==> config.mk <==
export PLATFORM = sky130hd
export DESIGN_NAME = alu_exec_stage
export DESIGN_NICKNAME = d
export VERILOG_FILES = /design/src/rtl/alu_pkg.sv /design/src/rtl/alu.sv /design/src/rtl/alu_exec_stage.sv
export SDC_FILE = /design/constraint.sdc
export NUM_CORES = 1
export LEC_CHECK = 0
export BUFFER_PORTS_ARGS = -buffer_cell sky130_fd_sc_hd__buf_2
export CAP_MARGIN = 15
export CORE_UTILIZATION = 56
export CTS_BUF_LIST = sky130_fd_sc_hd__clkbuf_16
export DETAILED_ROUTE_END_ITERATION = 12
export MAX_ROUTING_LAYER = met4
export PLACE_DENSITY = 0.92
export SLEW_MARGIN = 10
export SYNTH_ARGS = -nofsm -noshare
export SYNTH_HDL_FRONTEND = slang
export SYNTH_HIERARCHICAL = 1
export SYNTH_SLANG_ARGS = --single-unit
==> constraint.sdc <==
create_clock -name clk -period 2.6 [get_ports clk]
set_clock_uncertainty 0.1 [all_clocks]
set_input_delay 0.13 -clock clk [delete_from_list [all_inputs] [get_ports clk]]
set_output_delay 0.13 -clock clk [all_outputs]
set_load 0.01 [all_outputs]
==> src/rtl/alu_pkg.sv <==
`default_nettype none
// ============================================================================
// alu_pkg
// Opcode constants and execute-stage FSM state encoding shared by the ALU
// and the execute stage that wraps it.
// Revision: 1.0
// ============================================================================
package alu_pkg;

  // ALU opcodes
  localparam logic [2:0] SEL_ADD = 3'b000;
  localparam logic [2:0] SEL_SUB = 3'b001;
  localparam logic [2:0] SEL_NOT = 3'b010;
  localparam logic [2:0] SEL_AND = 3'b011;
  localparam logic [2:0] SEL_OR  = 3'b100;
  localparam logic [2:0] SEL_XOR = 3'b101;
  localparam logic [2:0] SEL_LT  = 3'b110;
  localparam logic [2:0] SEL_EQ  = 3'b111;

  // Execute-stage FSM states
  localparam logic [1:0] ST_IDLE = 2'd0;
  localparam logic [1:0] ST_EXEC = 2'd1;
  localparam logic [1:0] ST_HOLD = 2'd2;

  // Compare opcodes produce a flag, not a value worth accumulating
  function automatic logic writes_acc(input logic [2:0] sel);
    return (sel != SEL_LT) && (sel != SEL_EQ);
  endfunction

endpackage : alu_pkg
`default_nettype wire

==> src/rtl/alu.sv <==
`default_nettype none
// ============================================================================
// alu
// 4-bit combinational ALU. Carry, zero and overflow flags are produced only
// for add and subtract; every other opcode reports all flags as 0.
// Revision: 1.0
// ============================================================================
module alu
  import alu_pkg::*;
(
  input  logic [3:0] a_i,
  input  logic [3:0] b_i,
  input  logic [2:0] sel_i,
  output logic [3:0] result_o,
  output logic       c_o,
  output logic       z_o,
  output logic       ovf_o
);

  logic [4:0] add_sum;
  logic [4:0] sub_sum;

  // Subtract is a + ~b + 1 so the carry out is the "no borrow" flag
  assign add_sum = {1'b0, a_i} + {1'b0, b_i};
  assign sub_sum = {1'b0, a_i} + {1'b0, ~b_i} + 5'd1;

  // Opcode decode; default arm keeps outputs defined for any select value
  always_comb begin
    result_o = 4'h0;
    c_o      = 1'b0;
    z_o      = 1'b0;
    ovf_o    = 1'b0;
    case (sel_i)
      SEL_ADD: begin
        result_o = add_sum[3:0];
        c_o      = add_sum[4];
        z_o      = (add_sum[3:0] == 4'h0);
        ovf_o    = (a_i[3] == b_i[3]) && (add_sum[3] != a_i[3]);
      end
      SEL_SUB: begin
        result_o = sub_sum[3:0];
        c_o      = sub_sum[4];
        z_o      = (sub_sum[3:0] == 4'h0);
        ovf_o    = (a_i[3] != b_i[3]) && (sub_sum[3] != a_i[3]);
      end
      SEL_NOT: result_o = ~a_i;
      SEL_AND: result_o = a_i & b_i;
      SEL_OR:  result_o = a_i | b_i;
      SEL_XOR: result_o = a_i ^ b_i;
      SEL_LT:  result_o = {3'b000, ($signed(a_i) < $signed(b_i))};
      SEL_EQ:  result_o = {3'b000, (a_i == b_i)};
      default: result_o = 4'h0;
    endcase
  end

endmodule : alu
`default_nettype wire

==> src/rtl/alu_exec_stage.sv <==
`default_nettype none
// ============================================================================
// alu_exec_stage
// Single-slot execute stage around the ALU: accept a request, evaluate it the
// following cycle (optionally using the accumulator as operand A), then hold
// the registered response until consumed. A new request can be accepted in
// the same cycle the response is consumed, giving one op per two cycles.
// Revision: 1.0
// ============================================================================
module alu_exec_stage
  import alu_pkg::*;
#(
  parameter logic [3:0] ACC_RESET = 4'h0
) (
  input  logic       clk,
  input  logic       rst,
  input  logic       in_valid,
  input  logic [3:0] in_a,
  input  logic [3:0] in_b,
  input  logic [2:0] in_sel,
  input  logic       in_use_acc,
  output logic       in_ready,
  output logic       out_valid,
  output logic [3:0] out_result,
  output logic       out_c,
  output logic       out_z,
  output logic       out_ovf,
  input  logic       out_ready,
  output logic [3:0] acc,
  output logic [7:0] op_cnt
);

  logic [1:0] state_q, state_d;
  logic [3:0] a_q, b_q;
  logic [2:0] sel_q;
  logic       use_acc_q;
  logic [3:0] acc_q;
  logic [7:0] op_cnt_q;
  logic [3:0] result_q;
  logic       c_q, z_q, ovf_q;

  logic       accept;
  logic       consume;
  logic       exec;
  logic [3:0] alu_a;
  logic [3:0] alu_result;
  logic       alu_c, alu_z, alu_ovf;

  // Handshake decode; HOLD can take a new request only while draining
  assign out_valid = (state_q == ST_HOLD);
  assign in_ready  = (state_q == ST_IDLE) || ((state_q == ST_HOLD) && out_ready);
  assign accept    = in_valid && in_ready;
  assign consume   = out_valid && out_ready;
  assign exec      = (state_q == ST_EXEC);

  // acc was already updated by the previous response, so no stale operand
  assign alu_a = use_acc_q ? acc_q : a_q;

  alu u_alu (
    .a_i      (alu_a),
    .b_i      (b_q),
    .sel_i    (sel_q),
    .result_o (alu_result),
    .c_o      (alu_c),
    .z_o      (alu_z),
    .ovf_o    (alu_ovf)
  );

  // Next-state logic; the unused encoding falls back to IDLE
  always_comb begin
    state_d = ST_IDLE;
    case (state_q)
      ST_IDLE: state_d = accept ? ST_EXEC : ST_IDLE;
      ST_EXEC: state_d = ST_HOLD;
      ST_HOLD: begin
        if (!out_ready)  state_d = ST_HOLD;
        else if (accept) state_d = ST_EXEC;
        else             state_d = ST_IDLE;
      end
      default: state_d = ST_IDLE;
    endcase
  end

  // State register
  always_ff @(posedge clk or posedge rst) begin
    if (rst) state_q <= ST_IDLE;
    else     state_q <= state_d;
  end

  // Operand capture on accept
  always_ff @(posedge clk or posedge rst) begin
    if (rst) begin
      a_q       <= 4'h0;
      b_q       <= 4'h0;
      sel_q     <= 3'b000;
      use_acc_q <= 1'b0;
    end else if (accept) begin
      a_q       <= in_a;
      b_q       <= in_b;
      sel_q     <= in_sel;
      use_acc_q <= in_use_acc;
    end
  end

  // Response registers loaded on the EXEC -> HOLD edge, stable while held
  always_ff @(posedge clk or posedge rst) begin
    if (rst) begin
      result_q <= 4'h0;
      c_q      <= 1'b0;
      z_q      <= 1'b0;
      ovf_q    <= 1'b0;
    end else if (exec) begin
      result_q <= alu_result;
      c_q      <= alu_c;
      z_q      <= alu_z;
      ovf_q    <= alu_ovf;
    end
  end

  // Accumulator follows every non-compare result
  always_ff @(posedge clk or posedge rst) begin
    if (rst)                          acc_q <= ACC_RESET;
    else if (exec && writes_acc(sel_q)) acc_q <= alu_result;
  end

  // Consumed-response counter, wraps naturally at 8 bits
  always_ff @(posedge clk or posedge rst) begin
    if (rst)          op_cnt_q <= 8'h00;
    else if (consume) op_cnt_q <= op_cnt_q + 8'h01;
  end

  assign out_result = result_q;
  assign out_c      = c_q;
  assign out_z      = z_q;
  assign out_ovf    = ovf_q;
  assign acc        = acc_q;
  assign op_cnt     = op_cnt_q;

endmodule : alu_exec_stage
`default_nettype wire

==> impl_metrics.json, run 1 <==
{
  "tritoncts_num_sinks": 33,
  "max-clock-path-buffers": 2,
  "cts_root_buffer": "clkbuf_16",
  "route.final.wire_length_um": 6900,
  "hold_path_class": "input port to flip-flop",
  "synthesis.yosys.warnings": 6,
  "area_delta_synth_final_pct": 28.3,
  "wl_per_cell_um": 23.7,
  "clock_latency_ns": 0.28,
  "max_slew_margin": 0.481,
  "timing.max_cap.violations": 0,
  "final_layout_size_suffix_gt1_frac": 0.424,
  "detailed_place_hpwl_um": 3390,
  "critical_path_class": "flip-flop to flip-flop",
  "synthArstFlopShare": 1.00,
  "number_of_optimization_iterations_in_the_first_detailed_route_pass": 6,
  "leakagePower_nw": 1.31,
  "diodes": 0,
  "final_util": 0.750,
  "total_power_w": 0.00352,
  "synth.lib_cells_used.distinct": 46,
  "run_status": "complete, but fails checks",
  "crit_path_max_incr_delay_ns": 0.43,
  "worst-r2r-cell-count": 8,
  "place.gp.congestion": 0.958,
  "die_x_um": 64.0,
  "yosys.area.top_type": "dfrtp_1",
  "cts.htree.levels": 2,
  "placeableCoreArea_um2": 3690,
  "dieHeight_um": 64.0,
  "gr-usage-all-layers": 0.333,
  "reg2reg_setup_slack_ns": -0.06,
  "grt_max_degree": 34,
  "peakVddDrop_v": 0.000786,
  "fill_cells": 210,
  "worst_slack_ns": -0.0627,
  "tritoncts": "built",
  "worst_hold_depth": 2,
  "startpoint_type": "flip-flop",
  "drv_slew": 0,
  "tns_ns": -0.195,
  "dr_total_vias": 1889,
  "post_drt_via_cell_ratio": 6.49,
  "grt_first_pass_wirelength_um": 9670,
  "placed_cell_area_um2": 2350,
  "global_route.overflow_total": 0,
  "critPathRequiredTime_ns": 2.66,
  "endpoint_kind": "flip-flop",
  "place.port_buffers": 36,
  "cts_inserted_buffers": 5,
  "final_antenna_net_count": 0,
  "syn-num-nets": 223,
  "timing.critical_path.arrival_ns": 2.72,
  "rsz0062_at_grt": "true",
  "maximum_fanout_encountered_on_the_critical_timing_path": 4,
  "dieArea_um2": 4100,
  "first_iter_violations": 192,
  "final_nets": 274,
  "power.density_cell_area_nw_per_um2": 1270,
  "grt_pass1_vias": 1840,
  "synth_ff_type": "dfrtp_1",
  "rows": 22,
  "final_setup_violating_endpoints": 5,
  "yosys_register_bits": 33,
  "ys_top_cells_by_area": "dfrtp_1 38%, mux2_4 9.1%, ha_1 8.1%, mux2_2 7.8%, inv_1 2.4%",
  "post_synth_inst_count": 191,
  "syn-cell-area_um2": 2150,
  "initial_core_util": 0.584,
  "max_clock_freq_ghz": 0.376,
  "timing.final.crit_period_ns": 2.66,
  "violated_checks": "setup timing",
  "period_share": 1.02,
  "clkSlewWorstSetupHoldPaths_ns": 0.05,
  "avgSynthCellArea_um2": 11.3,
  "critPathSlowestCell": "dfrtp_1",
  "synth_top_cell_area_share": 0.383,
  "layout.area.seq_um2": 826,
  "num_io_pins": 37,
  "timing_hold_violations_final": 0,
  "worst_pin_slew_ns": 0.778,
  "route.detailed.drc": 0,
  "grt_antenna_before_repair": 0,
  "multi_input_comb_area_um2": 1320,
  "synth_enable_flop_cells": 0,
  "post_layout_instance_area_um2": 2770,
  "cp_cell_sequence": "mux2_4 -> inv_2 -> ha_2 -> o21bai_4 -> a21o_1 -> nor3_1 -> o32a_1 -> mux2_2",
  "synth_seq_area_share": 0.383
}
## report_power, final
group	total, W	internal, W	switching [W]
Clock	0.000669	0.000448	0.000221
Sequential	0.000919	0.000680	0.000239
Combinational	0.00194	0.000880	0.00106
Total	0.00352	0.00201	0.00152
## per-layer routing
layer / vias to the layer above / share of wire / track usage / wire length (um)
li1: 771 / - / - / -
met1: 908 / 0.36 / 0.405 / 2500
met2: 155 / 0.48 / 0.521 / 3310
met3: 55 / 0.098 / 0.0714 / 679
met4: 0 / 0.059 / 0.170 / 410
met5: - / 0 / - / 0
## kinds of logic (layout without fill, tap and decap cells)
| family | after synthesis | after routing | share of synthesized area |
|---|---|---|---|
| and+or+nand+nor | 41 | 41 | 0.116 |
| AOI/OAI and AO/OA | 36 | 36 | 0.122 |
| DFF | 33 | 33 | 0.383 |
| muxes | 28 | 28 | 0.169 |
| buffers and inverters | 25 | 77 | 0.0610 |
| adders and majority gates | 16 | 16 | 0.0999 |
| xor gates and xnor gates | 12 | 12 | 0.0488 |
## what timing repair did
item / 4_1_cts / 5_1_grt
endpoints found under the hold margin: 44 / 0
pin swaps: 1 / 8
hold buffers: 12 / 0
buffers inserted: 1 / 0
endpoints found under the setup margin: 7 / 10
gates resized for setup: 3 / 25
cloned: 0 / 0
## synth_stat cells, types with 3 or more instances
cell type,number
dfrtp_1,33
mux2_2,15
ha_1,14
inv_1,14
mux2_4,13
nand2_1,8
nor2_1,6
nor3_1,6
xnor2_1,6
xor2_1,6
a21oi_1,5
buf_2,5
nand2b_1,5
o21ai_0,5
a211oi_1,4
a31oi_1,4
nor2b_1,3
## placed cells by master (no fill, tap or decap), types with 2 or more instances in the layout
| cell | n |
|---|---|
| o21ai_0 | 4 |
| mux2_2 | 12 |
| a211oi_4 | 2 |
| nor2_1 | 6 |
| o21ai_1 | 2 |
| xnor2_1 | 5 |
| nand2_1 | 8 |
| ha_2 | 2 |
| mux2_4 | 16 |
| nor2b_1 | 2 |
| clkbuf_16 | 5 |
| o22ai_1 | 2 |
| nor3_1 | 6 |
| a21o_1 | 2 |
| ha_4 | 4 |
| nand4_1 | 2 |
| o21a_1 | 2 |
| nand2b_1 | 5 |
| dlygate4sd3_1 | 12 |
| buf_2 | 36 |
| inv_1 | 10 |
| a31oi_1 | 3 |
| a21oi_1 | 5 |
| buf_4 | 5 |
| xor2_1 | 6 |
| inv_2 | 6 |
| ha_1 | 8 |
| nand4b_1 | 2 |
| nand3_1 | 2 |
| dfrtp_1 | 33 |
| a211oi_1 | 2 |
## cell type report
| type | count | area share |
|---|---|---|
| Multi-Input combinational cell | 133 | 0.476 |
| Sequential cell | 33 | 0.299 |
| Timing Repair Buffer | 53 | 0.122 |
| Clock buffer | 5 | 0.0452 |
| Inverter | 16 | 0.0217 |
| Tap cell | 48 | 0.0217 |
| Clock inverter | 3 | 0.0149 |
## per-stage QoR
step	cells	hold WS (ns)	setup WS [ns]
4_1_cts	291	0.000867	0.0218
3_3_place_gp	270	0.129	0.0134
6_report	291	0.00724	-0.0627
3_5_place_dp	270	0.143	-0.0660
5_1_grt	291	0.00582	-0.0921
2_1_floorplan	191	0.137	0.199
## state kept, by name, indices dropped and copies added (netlist names)
name and flops:
op_cnt 8, a_q 4, acc 4, b_q 4
out_result 4, sel_q 3, state_q 2, out_c 1
out_ovf 1, out_z 1, use_acc_q 1
## worst max-delay path, delay by kind of cell, from the launching register on
family	cells	cell delay, ns
AOI/OAI and AO/OA	3	0.83
adders and majority gates	1	0.33
buffers and inverters	1	0.12
DFF	1	0.43
muxes	2	0.65
and+or+nand+nor	1	0.08
## worst paths after layout
check | to | start
setup / recovery | out_result[3] | use_acc_q
hold / removal | b_q[3] | in_b[3]
setup reg to reg | out_result[3] | use_acc_q
hold reg to reg | op_cnt[7] | op_cnt[7]
max in group asynchronous | out_ovf | rst
min in group asynchronous | sel_q[1] | rst
Power figures use the tool's default switching activity.
==> run 2, diff against run 1 <==
--- a/config.mk
+++ b/config.mk
@@ -8,9 +8,11 @@
 export BUFFER_PORTS_ARGS = -buffer_cell sky130_fd_sc_hd__buf_2
 export CAP_MARGIN = 15
-export CORE_UTILIZATION = 56
+export CELL_PAD_IN_SITES_DETAIL_PLACEMENT = 0
+export CELL_PAD_IN_SITES_GLOBAL_PLACEMENT = 1
+export CORE_UTILIZATION = 44
 export CTS_BUF_LIST = sky130_fd_sc_hd__clkbuf_16
 export DETAILED_ROUTE_END_ITERATION = 12
 export MAX_ROUTING_LAYER = met4
-export PLACE_DENSITY = 0.92
+export PLACE_DENSITY = 0.91
 export SLEW_MARGIN = 10
 export SYNTH_ARGS = -nofsm -noshare
==> constraint.sdc (replaced) <==
create_clock -name clk -period 2.6 [get_ports clk]
set_clock_uncertainty 0.1 [all_clocks]
set_input_delay 0.13 -clock clk [delete_from_list [all_inputs] [get_ports clk]]
set_output_delay 0.13 -clock clk [all_outputs]
set_load 0.02 [all_outputs]
==> run 2 against run 1 <==
Compared with the run above: the flow now finishes without violations; register-to-register slack gained 0.11 ns; power decreased by 10%; combinational power shrank 11%; clock-buffer cell count stayed put; final cell count is 6.9% higher; utilization fell by 18 points; first-iteration DRC count fell by 51%; wire length decreased by 30%; sequential cell count stayed put; sequential share of layout area grew 0.59 points; final area shrank 1.9%; fmax is 4.2% higher; critical path type unchanged; critical endpoint is now acc[0]; largest cell class unchanged.
==> impl_metrics.json, run 2 (synthesized netlist as in run 1, its figures left out) <==
{
  "run_status": "finished clean",
  "max_slew_margin": 0.553,
  "first_iter_violations": 95,
  "cts_root_buffer": "clkbuf_16",
  "cts_inserted_buffers": 5,
  "num_io_pins": 37,
  "setup.worst_path.start": "use_acc_q",
  "final_antenna_net_count": 0,
  "post_drt_via_cell_ratio": 5.34,
  "place.gp.congestion": 0.860,
  "initial_core_util": 0.456,
  "timing.critical_path.arrival_ns": 2.61,
  "max-clock-path-buffers": 2,
  "startpoint_type": "flip-flop",
  "timing_hold_violations_final": 0,
  "dieArea_um2": 5180,
  "timing.max_cap.violations": 0,
  "critPathRequiredTime_ns": 2.65,
  "route.final.wire_length_um": 4840,
  "maximum_fanout_encountered_on_the_critical_timing_path": 4,
  "dieHeight_um": 72.0,
  "peakVddDrop_v": 0.000607,
  "worst_hold_startpoint": "in_a[3]",
  "worst_r2r_startpoint": "use_acc_q",
  "drv_slew": 0,
  "grt_antenna_before_repair": 1,
  "dpl_worst_slack_ns": -0.0306,
  "cts.htree.levels": 2,
  "area_delta_synth_final_pct": 25.8,
  "timing.final.crit_period_ns": 2.55,
  "placeableCoreArea_um2": 4720,
  "final_setup_violating_endpoints": 0,
  "worst_slack_ns": 0.0451,
  "number_of_optimization_iterations_in_the_first_detailed_route_pass": 5,
  "grt_first_pass_wirelength_um": 7590,
  "wl_per_cell_um": 15.6,
  "rows": 25,
  "endpoint_kind": "flip-flop",
  "detailed_place_hpwl_um": 3190,
  "largest_register_ffs": 8,
  "max_clock_freq_ghz": 0.391,
  "dr_total_vias": 1660,
  "final_nets": 274,
  "tns_ns": 0,
  "grt_pass1_vias": 1539,
  "period_share": 0.983,
  "worst_pin_slew_ns": 0.670,
  "tritoncts_num_sinks": 33,
  "grt_max_degree": 34,
  "route.detailed.drc": 0,
  "global_route.overflow_total": 0,
  "place.port_buffers": 36,
  "mostFrequentLayoutCells": "36 x buf_2, 33 x dfrtp_1, 16 x mux2_4",
  "power.density_cell_area_nw_per_um2": 1170,
  "gr-usage-all-layers": 0.200,
  "die_x_um": 72.0,
  "tritoncts": "built",
  "layout.cells.most_common": "buf_2",
  "leakagePower_nw": 1.30,
  "clock_latency_ns": 0.27,
  "critical_path_class": "flip-flop to flip-flop",
  "hold_path_class": "input port to flip-flop",
  "clkSlewWorstSetupHoldPaths_ns": 0.05,
  "final_layout_size_suffix_gt1_frac": 0.407
}
[run 2: changes by cell type in the layout (fill, tap and decap cells not counted), sizes merged]
cell | previous run | this run
clkinvlp | 1 | 0
bufinv | 1 | 0
buf | 41 | 42
dlygate4sd3 | 12 | 11
clkinv | 1 | 2
inv | 16 | 17
diode | 0 | 1
[run 2: timing repair]
| action | CTS | global route |
|---|---|---|
| gates resized for setup | 1 | 18 |
| hold endpoints to repair | 43 | 0 |
| cloned | 0 | 0 |
| setup buffers | 2 | 1 |
| hold buffers | 11 | 0 |
| setup endpoints to repair | 5 | 7 |
| pin swaps | 1 | 8 |
[run 2: final timing paths]
check                             to  slack (ns)  depth (start not counted)
max                           acc[0]        0.05                          9
min                           a_q[3]       0.002                          2
max reg2reg                   acc[0]        0.05                          9
min reg2reg                op_cnt[7]        0.37                          1
max in group asynchronous      out_c        1.71                          4
min in group asynchronous  use_acc_q        0.39                          4
[run 2: final cells by class]
cell class	count	area (um^2)
antenna	1	2.50
sequential	33	826
tap	67	83.8
inverter	16	60.1
timing repair buffer	53	335
multi-input combinational	133	1260
clock inverter	3	13.8
clock buffer	5	125
fill	389	2010
[run 2: worst max-delay path: stages, from the launching register on]
cell and delay [ns]:
dfrtp_1 0.42, mux2_4 0.26, inv_2 0.05, ha_2 0.20, fa_2 0.41, o21bai_1 0.22, nor3_1 0.08, o211ai_1 0.23
a31oi_1 0.15, mux2_4 0.31
[run 2: metal layers]
| layer | up-vias | global-route usage | routed length, um |
|---|---|---|---|
| li1 | 779 | - | - |
| met1 | 823 | 0.258 | 2150 |
| met2 | 51 | 0.316 | 2400 |
| met3 | 7 | 0.0403 | 199 |
| met4 | 0 | 0.0719 | 95 |
| met5 | - | - | 0 |
[run 2: power breakdown]
| part | switching [W] | total, W | leakage, nW | internal [W] |
|---|---|---|---|---|
| combinational | 0.000913 | 0.00173 | 0.820 | 0.000814 |
| clock | 0.000207 | 0.000554 | 0.0748 | 0.000347 |
| sequential | 0.000205 | 0.000885 | 0.408 | 0.000680 |
[run 2: stage by stage]
stage | utilization | cells | hold WS (ns) | area, um^2 | power [W]
global placement | 0.502 | 288 | 0.135 | 2370 | 0.00238
global route | 0.574 | 311 | 0.000489 | 2710 | 0.00337
detailed placement | 0.502 | 288 | 0.137 | 2370 | 0.00240
floorplan | - | 191 | 0.137 | 2150 | 0.00205
finish | 0.574 | 311 | 0.00198 | 2710 | 0.00317
CTS | 0.558 | 309 | 0.00274 | 2640 | 0.00300
